===== src/rtl/msrv32_timer_pkg.sv =====
// Shared constants for the msrv32 machine timer unit.
// Word offsets of the register window and reset values.
package msrv32_timer_pkg;

    localparam logic [3:0] OFS_MTIME_LO    = 4'd0;
    localparam logic [3:0] OFS_MTIME_HI    = 4'd1;
    localparam logic [3:0] OFS_MTIMECMP_LO = 4'd2;
    localparam logic [3:0] OFS_MTIMECMP_HI = 4'd3;
    localparam logic [3:0] OFS_MSIP        = 4'd4;
    localparam logic [3:0] OFS_PRESC       = 4'd5;

    localparam logic [63:0] MTIMECMP_RST = 64'hFFFF_FFFF_FFFF_FFFF;
    localparam logic [63:0] MTIME_RST    = 64'h0;

endpackage


===== src/rtl/msrv32_byte_mask_merge.sv =====
// Byte-lane merge of write data into a 32-bit register value.
// Bit n of the mask selects new data for byte n.
module msrv32_byte_mask_merge (
    input  logic [31:0] old_val,
    input  logic [31:0] new_val,
    input  logic [3:0]  mask_in,
    output logic [31:0] merged_out
);

    // Per-byte select between held and written data
    always_comb begin
        merged_out = old_val;
        for (int i = 0; i < 4; i++) begin
            if (mask_in[i]) begin
                merged_out[8*i +: 8] = new_val[8*i +: 8];
            end
        end
    end

endmodule


===== src/rtl/msrv32_timer_unit.sv =====
// Memory-mapped machine timer and software interrupt unit.
// Provides mtime, mtimecmp, msip, prescaler and a registered read port.
module msrv32_timer_unit
    import msrv32_timer_pkg::*;
#(
    parameter logic [31:0] BASE_ADDR = 32'h0200_0000,
    parameter int          PRESC_W   = 8
) (
    input  logic        ms_riscv32_mp_clk_in,
    input  logic        ms_riscv32_mp_rst_in,
    input  logic [31:0] ms_riscv32_mp_dmaddr_in,
    input  logic [31:0] ms_riscv32_mp_dmdata_in,
    input  logic        ms_riscv32_mp_dmwr_req_in,
    input  logic [3:0]  ms_riscv32_mp_dmwr_mask_in,
    output logic [31:0] tmr_rd_data_out,
    output logic        tmr_hit_out,
    output logic [63:0] ms_riscv32_mp_rc_out,
    output logic        ms_riscv32_mp_tirq_out,
    output logic        ms_riscv32_mp_sirq_out
);

    logic [63:0]        mtime_q, mtime_d;
    logic [63:0]        mtimecmp_q, mtimecmp_d;
    logic               msip_q, msip_d;
    logic [PRESC_W-1:0] prescale_q, prescale_d;
    logic [PRESC_W-1:0] presc_cnt_q, presc_cnt_d;
    logic [31:0]        hi_shadow_q, hi_shadow_d;
    logic [31:0]        rd_data_q, rd_data_d;
    logic               hit_q, hit_d;
    logic               tirq_q, tirq_d;

    logic        hit, wr, rd, tick;
    logic [3:0]  ofs;
    logic [31:0] wdata;
    logic [3:0]  wmask;
    logic [31:0] mtime_lo_m, mtime_hi_m;
    logic [31:0] cmp_lo_m, cmp_hi_m;
    logic [31:0] msip_m, presc_m, shadow_m;
    logic [31:0] presc_ext;
    logic        unused_bits;

    assign wdata     = ms_riscv32_mp_dmdata_in;
    assign wmask     = ms_riscv32_mp_dmwr_mask_in;
    assign ofs       = ms_riscv32_mp_dmaddr_in[5:2];
    assign hit       = ms_riscv32_mp_dmaddr_in[31:6] == BASE_ADDR[31:6];
    assign wr        = hit && ms_riscv32_mp_dmwr_req_in && (wmask != 4'b0000);
    assign rd        = hit && !ms_riscv32_mp_dmwr_req_in;
    assign tick      = presc_cnt_q == prescale_q;
    assign presc_ext = {{(32-PRESC_W){1'b0}}, prescale_q};

    msrv32_byte_mask_merge u_mtime_lo (
        .old_val(mtime_q[31:0]), .new_val(wdata),
        .mask_in(wmask), .merged_out(mtime_lo_m)
    );
    msrv32_byte_mask_merge u_mtime_hi (
        .old_val(mtime_q[63:32]), .new_val(wdata),
        .mask_in(wmask), .merged_out(mtime_hi_m)
    );
    msrv32_byte_mask_merge u_cmp_lo (
        .old_val(mtimecmp_q[31:0]), .new_val(wdata),
        .mask_in(wmask), .merged_out(cmp_lo_m)
    );
    msrv32_byte_mask_merge u_cmp_hi (
        .old_val(mtimecmp_q[63:32]), .new_val(wdata),
        .mask_in(wmask), .merged_out(cmp_hi_m)
    );
    msrv32_byte_mask_merge u_msip (
        .old_val({31'b0, msip_q}), .new_val(wdata),
        .mask_in(wmask), .merged_out(msip_m)
    );
    msrv32_byte_mask_merge u_presc (
        .old_val(presc_ext), .new_val(wdata),
        .mask_in(wmask), .merged_out(presc_m)
    );
    msrv32_byte_mask_merge u_shadow (
        .old_val(hi_shadow_q), .new_val(wdata),
        .mask_in(wmask), .merged_out(shadow_m)
    );

    assign unused_bits = ^{ms_riscv32_mp_dmaddr_in[1:0],
                           msip_m[31:1], presc_m[31:PRESC_W]};

    // Next-state for counters, registers, read port and interrupt
    always_comb begin
        mtime_d     = tick ? mtime_q + 64'd1 : mtime_q;
        mtimecmp_d  = mtimecmp_q;
        msip_d      = msip_q;
        prescale_d  = prescale_q;
        presc_cnt_d = tick ? '0 : presc_cnt_q + 1'b1;
        hi_shadow_d = hi_shadow_q;
        rd_data_d   = 32'h0;
        hit_d       = rd;
        tirq_d      = mtime_q >= mtimecmp_q;

        if (wr) begin
            case (ofs)
                OFS_MTIME_LO: mtime_d = {mtime_q[63:32], mtime_lo_m};
                OFS_MTIME_HI: begin
                    mtime_d     = {mtime_hi_m, mtime_q[31:0]};
                    hi_shadow_d = shadow_m;
                end
                OFS_MTIMECMP_LO: mtimecmp_d[31:0]  = cmp_lo_m;
                OFS_MTIMECMP_HI: mtimecmp_d[63:32] = cmp_hi_m;
                OFS_MSIP:        msip_d = msip_m[0];
                OFS_PRESC: begin
                    prescale_d  = presc_m[PRESC_W-1:0];
                    presc_cnt_d = '0;
                end
                default: ;
            endcase
        end

        if (rd) begin
            case (ofs)
                OFS_MTIME_LO: begin
                    rd_data_d   = mtime_q[31:0];
                    hi_shadow_d = mtime_q[63:32];
                end
                OFS_MTIME_HI:    rd_data_d = hi_shadow_q;
                OFS_MTIMECMP_LO: rd_data_d = mtimecmp_q[31:0];
                OFS_MTIMECMP_HI: rd_data_d = mtimecmp_q[63:32];
                OFS_MSIP:        rd_data_d = {31'b0, msip_q};
                OFS_PRESC:       rd_data_d = presc_ext;
                default:         rd_data_d = 32'h0;
            endcase
        end
    end

    // State registers with synchronous reset
    always_ff @(posedge ms_riscv32_mp_clk_in) begin
        if (ms_riscv32_mp_rst_in) begin
            mtime_q     <= MTIME_RST;
            mtimecmp_q  <= MTIMECMP_RST;
            msip_q      <= 1'b0;
            prescale_q  <= '0;
            presc_cnt_q <= '0;
            hi_shadow_q <= 32'h0;
            rd_data_q   <= 32'h0;
            hit_q       <= 1'b0;
            tirq_q      <= 1'b0;
        end else begin
            mtime_q     <= mtime_d;
            mtimecmp_q  <= mtimecmp_d;
            msip_q      <= msip_d;
            prescale_q  <= prescale_d;
            presc_cnt_q <= presc_cnt_d;
            hi_shadow_q <= hi_shadow_d;
            rd_data_q   <= rd_data_d;
            hit_q       <= hit_d;
            tirq_q      <= tirq_d;
        end
    end

    assign tmr_rd_data_out        = rd_data_q;
    assign tmr_hit_out            = hit_q;
    assign ms_riscv32_mp_rc_out   = mtime_q;
    assign ms_riscv32_mp_tirq_out = tirq_q;
    assign ms_riscv32_mp_sirq_out = msip_q;

endmodule


===== config.mk =====
export PLATFORM = sky130hd
export DESIGN_NAME = msrv32_timer_unit
export DESIGN_NICKNAME = d
export VERILOG_FILES = /design/src/rtl/msrv32_timer_pkg.sv /design/src/rtl/msrv32_byte_mask_merge.sv /design/src/rtl/msrv32_timer_unit.sv
export SDC_FILE = /design/constraint.sdc
export NUM_CORES = 1
export LEC_CHECK = 0
export BUFFER_PORTS_ARGS = -buffer_cell sky130_fd_sc_hd__buf_2
export CORE_AREA = 3 3 189 209
export DETAILED_ROUTE_END_ITERATION = 8
export DIE_AREA = 0 0 192 212
export PLACE_DENSITY = 0.58
export SLEW_MARGIN = 20
export SYNTH_ARGS = -nofsm -noshare
export SYNTH_HDL_FRONTEND = slang
export SYNTH_HIERARCHICAL = 1
export SYNTH_SLANG_ARGS = --single-unit

===== constraint.sdc =====
create_clock -name ms_riscv32_mp_clk_in -period 3.05 [get_ports ms_riscv32_mp_clk_in]
set_input_delay 0.4575 -clock ms_riscv32_mp_clk_in [delete_from_list [all_inputs] [get_ports ms_riscv32_mp_clk_in]]
set_output_delay 0.4575 -clock ms_riscv32_mp_clk_in [all_outputs]
set_load 0.01 [all_outputs]

* Yosys cells after proc, flatten, opt, wreduce, memory -nomap -nowiden
Index checks and enable logic that the tools add are counted. Widths: inputs -> output; s select.
Word-level totals: logic and storage cells 88, register bits 211, bits of input ports 71
Cells by class: multiplexer cells 19, $add $sub $neg 2, reduce and logical (&&, ||, !) cells 25, eq/ne operators 17, magnitude comparators 1, bitwise logic cells 1
Operators with widths (count):
- $pmux 32 s6 | 1
- $mux 32 | 4
- $mux 64 | 2
- $pmux 64 s2 | 1
- $mux 8 | 11
- $add 64x1->64 const B | 1
- $ge 64x64->1 | 1
- $reduce_and 3->1 | 10
- $eq 26x20->1 const B | 1
- $ne 3x3->1 const B | 8
- $reduce_and 2->1 | 8
- $add 8x1->8 const B | 1
- $eq 4x2->1 const B | 2
- $eq 4x3->1 const B | 2
- $eq 8x8->1 | 1
- $eq 4x1->1 const B | 1
- $logic_not 4->1 | 1
- $ne 2x2->1 const B | 2
- $reduce_bool 4->1 | 1
- $logic_and 1x1->1 | 3
- $reduce_or 2->1 | 1
- $logic_not 1->1 | 1
- $not 1->1 | 1

* Logic depth before layout (Yosys ltp)
Gate-level depths: netlist of the first run.
depth after elaboration 6, mapped depth 9, gate-level depth less buffers 9

* Modules after synthesis
Netlist of the first run, hierarchy kept.
Modules (own cells, without submodules):
- msrv32_timer_unit | times used 1, area each 11257.0 µm², cells an instance 1381, sequential area each 4224.1 µm²
- msrv32_byte_mask_merge | times used 7, area each 525.5 µm², cells an instance 36, sequential area each 0.0 µm²

* Least setup slack after synthesis of the first run
No wires, ideal clock.
path type reg-to-reg, start register mtime_q[15], in the netlist ms_riscv32_mp_rc_out[15], end register mtime_q[44], in the netlist ms_riscv32_mp_rc_out[44], stages on the path, launching flop included 8, path slack 605 ps, period minus slack after synthesis 2445 ps, path buffers 0, required time 2928 ps, arrival time 2323 ps, cell sequence dfxtp_1 > nand4_1 > or4b_4 > or2_4 > nor3_4 > a211oi_1 > a41o_1 > a221o_1
On the way: cells in the longest elaborated chain, start to end 4
RTL lines:
- start, declared | line msrv32_timer_unit.sv:22 | logic [63:0] mtime_q, mtime_d;
- start signal, assigned | line msrv32_timer_unit.sv:142 | mtime_q <= mtime_d;
- $add 64x1->64 * | line msrv32_timer_unit.sv:85 | mtime_d = tick ? mtime_q + 64'd1 : mtime_q;
- $mux 64 * | line msrv32_timer_unit.sv:85
- $pmux 64 s2 | line msrv32_timer_unit.sv:96 | case (ofs)
- $mux 64 * | line msrv32_timer_unit.sv:95 | if (wr) begin
Every way passes the cells marked *; elsewhere a longest branch is shown, timed or not. A chain may end at the register's enable or synchronous reset.

* Worst setup path in the final report of the first run
start register mtime_q[16], in the netlist ms_riscv32_mp_rc_out[16], end register mtime_q[56], in the netlist ms_riscv32_mp_rc_out[56]
Same word-level chain as after synthesis.

==> impl_metrics.env, run 1 <==
export IMPL_rsz0062_at_grt="no"
export IMPL_dpl_hpwl_um=34800
export IMPL_dr_pass1_iters=8
export IMPL_crit_cells=8
export IMPL_place_congestion=0.891
export IMPL_tns_ps=0
export IMPL_die_area_um2=40700
export IMPL_cp_buffers_inverters=1
export IMPL_cts_sinks=211
export IMPL_slew_viol_final=0
export IMPL_avgSynthCellArea_um2=8.94
export IMPL_critPathLaunchType="flip-flop"
export IMPL_cts_inserted_buffers=27
export IMPL_cts_root_buf="clkbuf_16"
export IMPL_hp_class="input pin to flip-flop"
export IMPL_crit_family="simple AND/OR/NAND/NOR gates"
export IMPL_synth_nets=1708
export IMPL_finalSetupViolCount=0
export IMPL_worstPathRequired_ps=3500
export IMPL_grt_pass1_vias=12900
export IMPL_cp_arrival_ps=3100
export IMPL_grt_usage=0.237
export IMPL_path_clk_slew_ps=60
export IMPL_antenna_found_initial=0
export IMPL_critPathKind="flip-flop to flip-flop"
export IMPL_core_area_um2=37300
export IMPL_holdBufCountCts=0
export IMPL_area_delta_synth_final_pct=17.8
export IMPL_crit_chain="nand4_1 -> or4b_4 -> or2_4 -> nor3_4 -> buf_4 -> a211o_1 -> nand2_1 -> a221o_1"
export IMPL_max_slew_worst_pin_slew_ps=946
export IMPL_drcViolationCount=0
export IMPL_cp_slowest_stage_delay_ps=650
export IMPL_overflow=0
export IMPL_grt_max_degree=130
export IMPL_start_util=0.376
export IMPL_hold_depth=2
export IMPL_boundaryPins=170
export IMPL_final_antenna_net_count=0
export IMPL_layout_drive_gt1_share=0.277
export IMPL_num_rows=74
export IMPL_tritoncts="done"
export IMPL_hold_violations=0
export IMPL_maxSlewHeadroom=0.369
export IMPL_finClkSkew_ps=25.7
export IMPL_fmax_ghz=0.377
export IMPL_drt_iter0_drc=905
export IMPL_cts_resized=0
export IMPL_port_buffers=167
export IMPL_htreeDepth=1
export IMPL_powerDensity_nw_per_um2=396
export IMPL_synthesis_area_um2=14000
export IMPL_num_antenna_cells=0
export IMPL_routed_wl_um=49100
export IMPL_grt_pass1_wl_um=76100
export IMPL_status="finished, final reports clean"
export IMPL_vias=13100
export IMPL_min_period_over_period=0.869
export IMPL_synth_warnings=6
export IMPL_fp_dieW_um=192
export IMPL_r2r_cells=8
export IMPL_via_per_inst=5.78
export IMPL_vdd_drop_max_uv=408
export IMPL_max_cap_violations=0
export IMPL_p_leak_nw=7.49
export IMPL_clkLatencyLatePin_ps=560
export IMPL_critPathMaxFanout=8
export IMPL_slowest_stage="or4b_4"
export IMPL_fin_nets=1884
export IMPL_wl_per_cell_um=21.7
export IMPL_period_needed_ps=2650
export IMPL_final_util=0.443
export IMPL_cts_path_max_buffers=3
export IMPL_die_h_um=212
export IMPL_setup_worst_path_end_class="flip-flop"
export IMPL_cts_setup_buffers=0
export IMPL_syn_inst=1571
[stage by stage]
step	total power (W)	instances	hold WS, ps	worst slack, ps	area (µm²)
6_report	0.00655	2260	180	399	16500
5_1_grt	0.00677	2260	172	188	16500
4_1_cts	0.00664	2260	148	428	16500
3_5_place_dp	0.00339	2212	487	435	15700
3_3_place_gp	0.00339	2212	477	461	15700
2_1_floorplan	0.00323	1571	460	605	14000
[sequential cells by signal, indices dropped and copies added, names as in the netlist]
signal	cells
ms_riscv32_mp_tirq_out	1
mtimecmp_q	64
ms_riscv32_mp_sirq_out	1
prescale_q	8
tmr_rd_data_out	32
hi_shadow_q	32
ms_riscv32_mp_rc_out	64
presc_cnt_q	8
tmr_hit_out	1
[cell type report]
type,count,area [µm²]
fillers,3701,20800
multi-input cells,1177,9010
flip-flops and latches,211,4220
repair buffers,257,1540
clock buffers,43,826
well taps,494,618
inverters,73,275
clock inverters,5,50.0
[routing by layer]
layer  vias up  global-route usage  share of wire
met4         0              0.0882          0.035
li1       6192                   -              -
met3        93              0.0317          0.059
met5         -                   0              0
met1      6337               0.308           0.43
met2       438               0.400           0.48
[report_power, final]
| group | internal (W) | switching [W] |
|---|---|---|
| logic | 0.000288 | 0.000278 |
| clock network | 0.00192 | 0.00129 |
| registers | 0.00276 | 0.00000873 |
[worst register-to-register path, delay by kind of cell, from the launching register on]
| family | cells | cell delay [ps] |
|---|---|---|
| buffers and inverters | 1 | 200 |
| AOI/OAI and AO/OA | 2 | 360 |
| and+or+nand+nor | 5 | 1490 |
| DFF | 1 | 480 |
[worst paths after layout]
kind | from | slack, ps | endpoint
setup reg to reg | ms_riscv32_mp_rc_out[16]$_SDFFE_PP0P_ | 400 | ms_riscv32_mp_rc_out[56]$_SDFFE_PP0P_
hold reg to reg | hi_shadow_q[1]$_SDFF_PP0_ | 500 | hi_shadow_q[1]$_SDFF_PP0_
setup / recovery | ms_riscv32_mp_rc_out[16]$_SDFFE_PP0P_ | 400 | ms_riscv32_mp_rc_out[56]$_SDFFE_PP0P_
hold / removal | ms_riscv32_mp_dmwr_req_in | 180 | tmr_hit_out$_SDFF_PP0_
[cells in the final DEF (no fill, tap or decap), types with 6 or more instances in the layout]
cell and instances:
nand4_1 40, a221oi_1 12, o211ai_1 66, a222oi_1 22, clkbuf_1 7, and3_1 13, xor2_1 25, clkbuf_8 9
and4_1 12, nor2_1 100, buf_2 167, a211oi_1 30, clkbuf_16 27, o21ai_0 74, a31oi_1 33, nor3_1 28
o221ai_1 13, a21oi_1 68, mux2i_1 29, nand3b_1 6, nand3_1 41, inv_1 72, mux2_4 169, xnor2_1 16
buf_4 88, nand2_1 195, and2_1 6, nor4_1 14, a21o_1 9, o22ai_1 13, dfxtp_1 211, ha_1 66
(Power assumes the default switching activity.)
==> run 2, diff against run 1 <==
- CAP_MARGIN: default -> 20
- RECOVER_POWER: default -> 100
==> run 2 against run 1 <==
Compared with the run above:
- clock power hardly changed
- critical path type unchanged
- critical path depth unchanged
- fmax is 5.6% lower
- critical endpoint is now ms_riscv32_mp_rc_out[59]$_SDFFE_PP0P_
- sequential cell count unchanged
- via count hardly changed
- utilization shrank 0.86 points
==> impl_metrics.env, run 2 (synthesized netlist as in run 1, its figures left out) <==
export IMPL_status="finished, final reports clean"
export IMPL_cp_buffers_inverters=1
export IMPL_fmax_ghz=0.356
export IMPL_timing_final_ws_setup_ps=243
export IMPL_cp_slowest_stage_delay_ps=610
export IMPL_final_common_cell="dfxtp_1"
export IMPL_area_delta_synth_final_pct=15.5
export IMPL_vias=13100
export IMPL_max_cap_violations=0
export IMPL_fin_nets=1884
export IMPL_fp_dieW_um=192
export IMPL_routed_wl_um=49100
export IMPL_powerDensity_nw_per_um2=404
export IMPL_met3_length_um=3120
export IMPL_via_per_inst=5.78
export IMPL_start_util=0.376
export IMPL_cts_inserted_buffers=27
export IMPL_p_total_w=0.00655
export IMPL_finClkSkew_ps=27.4
export IMPL_power_frac_comb=0.086
export IMPL_drt_iter0_drc=934
export IMPL_tritoncts="done"
export IMPL_port_buffers=167
export IMPL_period_needed_ps=2810
export IMPL_seq_power_share=0.423
export IMPL_boundaryPins=170
export IMPL_setup_worst_path_end_class="flip-flop"
export IMPL_hold_violations=0
export IMPL_p_leak_nw=6.99
export IMPL_cts_setup_buffers=0
export IMPL_die_h_um=212
export IMPL_finalSetupViolCount=0
export IMPL_grt_pass1_wl_um=76100
export IMPL_routed_top_layer="met4"
export IMPL_num_rows=74
export IMPL_cts_path_max_buffers=3
export IMPL_layout_drive_gt1_share=0.210
export IMPL_place_ws_ps=435
export IMPL_n_fill_cell=3786
export IMPL_met1_length_um=20900
export IMPL_cts_resized=0
export IMPL_mostFrequentLayoutCells="211 x dfxtp_1, 195 x nand2_1, 169 x mux2_4, 119 x clkbuf_1, 100 x nor2_1"
export IMPL_drcViolationCount=0
export IMPL_maxSlewHeadroom=0.203
export IMPL_cts_root_buf="clkbuf_16"
export IMPL_overflow=0
export IMPL_dr_pass1_iters=5
export IMPL_dpl_hpwl_um=34800
export IMPL_grt_usage=0.237
export IMPL_crit_chain="nand4_1 -> nor4_2 -> nand2_1 -> nor3_1 -> buf_4 -> nand3_1 -> xor2_1 -> a21oi_1"
export IMPL_rsz0062_at_grt="no"
export IMPL_slew_viol_final=0
export IMPL_htreeDepth=1
export IMPL_critPathLaunchType="flip-flop"
export IMPL_worstPathRequired_ps=3520
export IMPL_tns_ps=0
export IMPL_antenna_found_initial=0
export IMPL_slowest_stage="nor3_1"
export IMPL_grt_max_degree=130
export IMPL_critPathKind="flip-flop to flip-flop"
export IMPL_switchingPower_w=0.00158
export IMPL_multi_input_area_um2=8970
export IMPL_wl_per_cell_um=21.7
export IMPL_hp_class="input pin to flip-flop"
export IMPL_holdBufCountCts=0
export IMPL_final_antenna_net_count=0
export IMPL_min_period_over_period=0.920
export IMPL_cts_sinks=211
export IMPL_max_slew_worst_pin_slew_ps=1190
export IMPL_p_int_w=0.00497
export IMPL_clkLatencyLatePin_ps=560
export IMPL_critPathMaxFanout=6
export IMPL_cp_arrival_ps=3280
export IMPL_grt_pass1_vias=12900
export IMPL_core_area_um2=37300
export IMPL_path_clk_slew_ps=60
export IMPL_swShare=0.242
export IMPL_die_area_um2=40700
export IMPL_clock_power_share=0.491
export IMPL_crit_family="simple AND/OR/NAND/NOR gates"
export IMPL_seq_area_um2=4220
export IMPL_num_antenna_cells=0
export IMPL_met2_length_um=23400
export IMPL_place_congestion=0.891
export IMPL_vdd_drop_max_uv=410
run 2: changes by cell type in the layout (fill, tap and decap cells not counted), sizes merged:
cell / previous run / this run
clkbuf: 43 / 161
buf: 257 / 139
run 2: through the flow:
stage	hold WS (ps)	area, µm²	cells	util
6_report	182	16200	2260	0.435
3_5_place_dp	487	15700	2212	0.420
2_1_floorplan	460	14000	1571	-
4_1_cts	148	16500	2260	0.443
5_1_grt	172	16200	2260	0.435
3_3_place_gp	477	15700	2212	0.420
run 2: layout make-up:
type,instances,area share
multi-input combinational,1177,0.553
sequential,211,0.260
timing repair buffer,257,0.0776
clock buffer,43,0.0509
tap,494,0.0381
inverter,73,0.0170
clock inverter,5,0.00309
run 2: worst paths after layout:
path                            slack (ps)  cells past startpoint                               endpoint                             startpoint
worst min register to register         500                      2              hi_shadow_q[1]$_SDFF_PP0_              hi_shadow_q[1]$_SDFF_PP0_
worst min-delay path                   180                      2                 tmr_hit_out$_SDFF_PP0_              ms_riscv32_mp_dmwr_req_in
worst max-delay path                   240                      8  ms_riscv32_mp_rc_out[59]$_SDFFE_PP0P_  ms_riscv32_mp_rc_out[27]$_SDFFE_PP0P_
worst max register to register         240                      8  ms_riscv32_mp_rc_out[59]$_SDFFE_PP0P_  ms_riscv32_mp_rc_out[27]$_SDFFE_PP0P_
run 2: power groups by stage:
stage	clock (W)	sequential, W	combinational [W]
2_1_floorplan	0	0.00283	0.000406
4_1_cts	0.00331	0.00277	0.000563
5_1_grt	0.00340	0.00277	0.000594
3_3_place_gp	0	0.00283	0.000557
6_report	0.00321	0.00277	0.000563
3_5_place_dp	0	0.00283	0.000561
run 2: per-layer routing:
metal,GRT usage,vias up
met4,0.0882,0
met1,0.308,6335
met5,0,-
met3,0.0317,88
li1,-,6190
met2,0.400,444
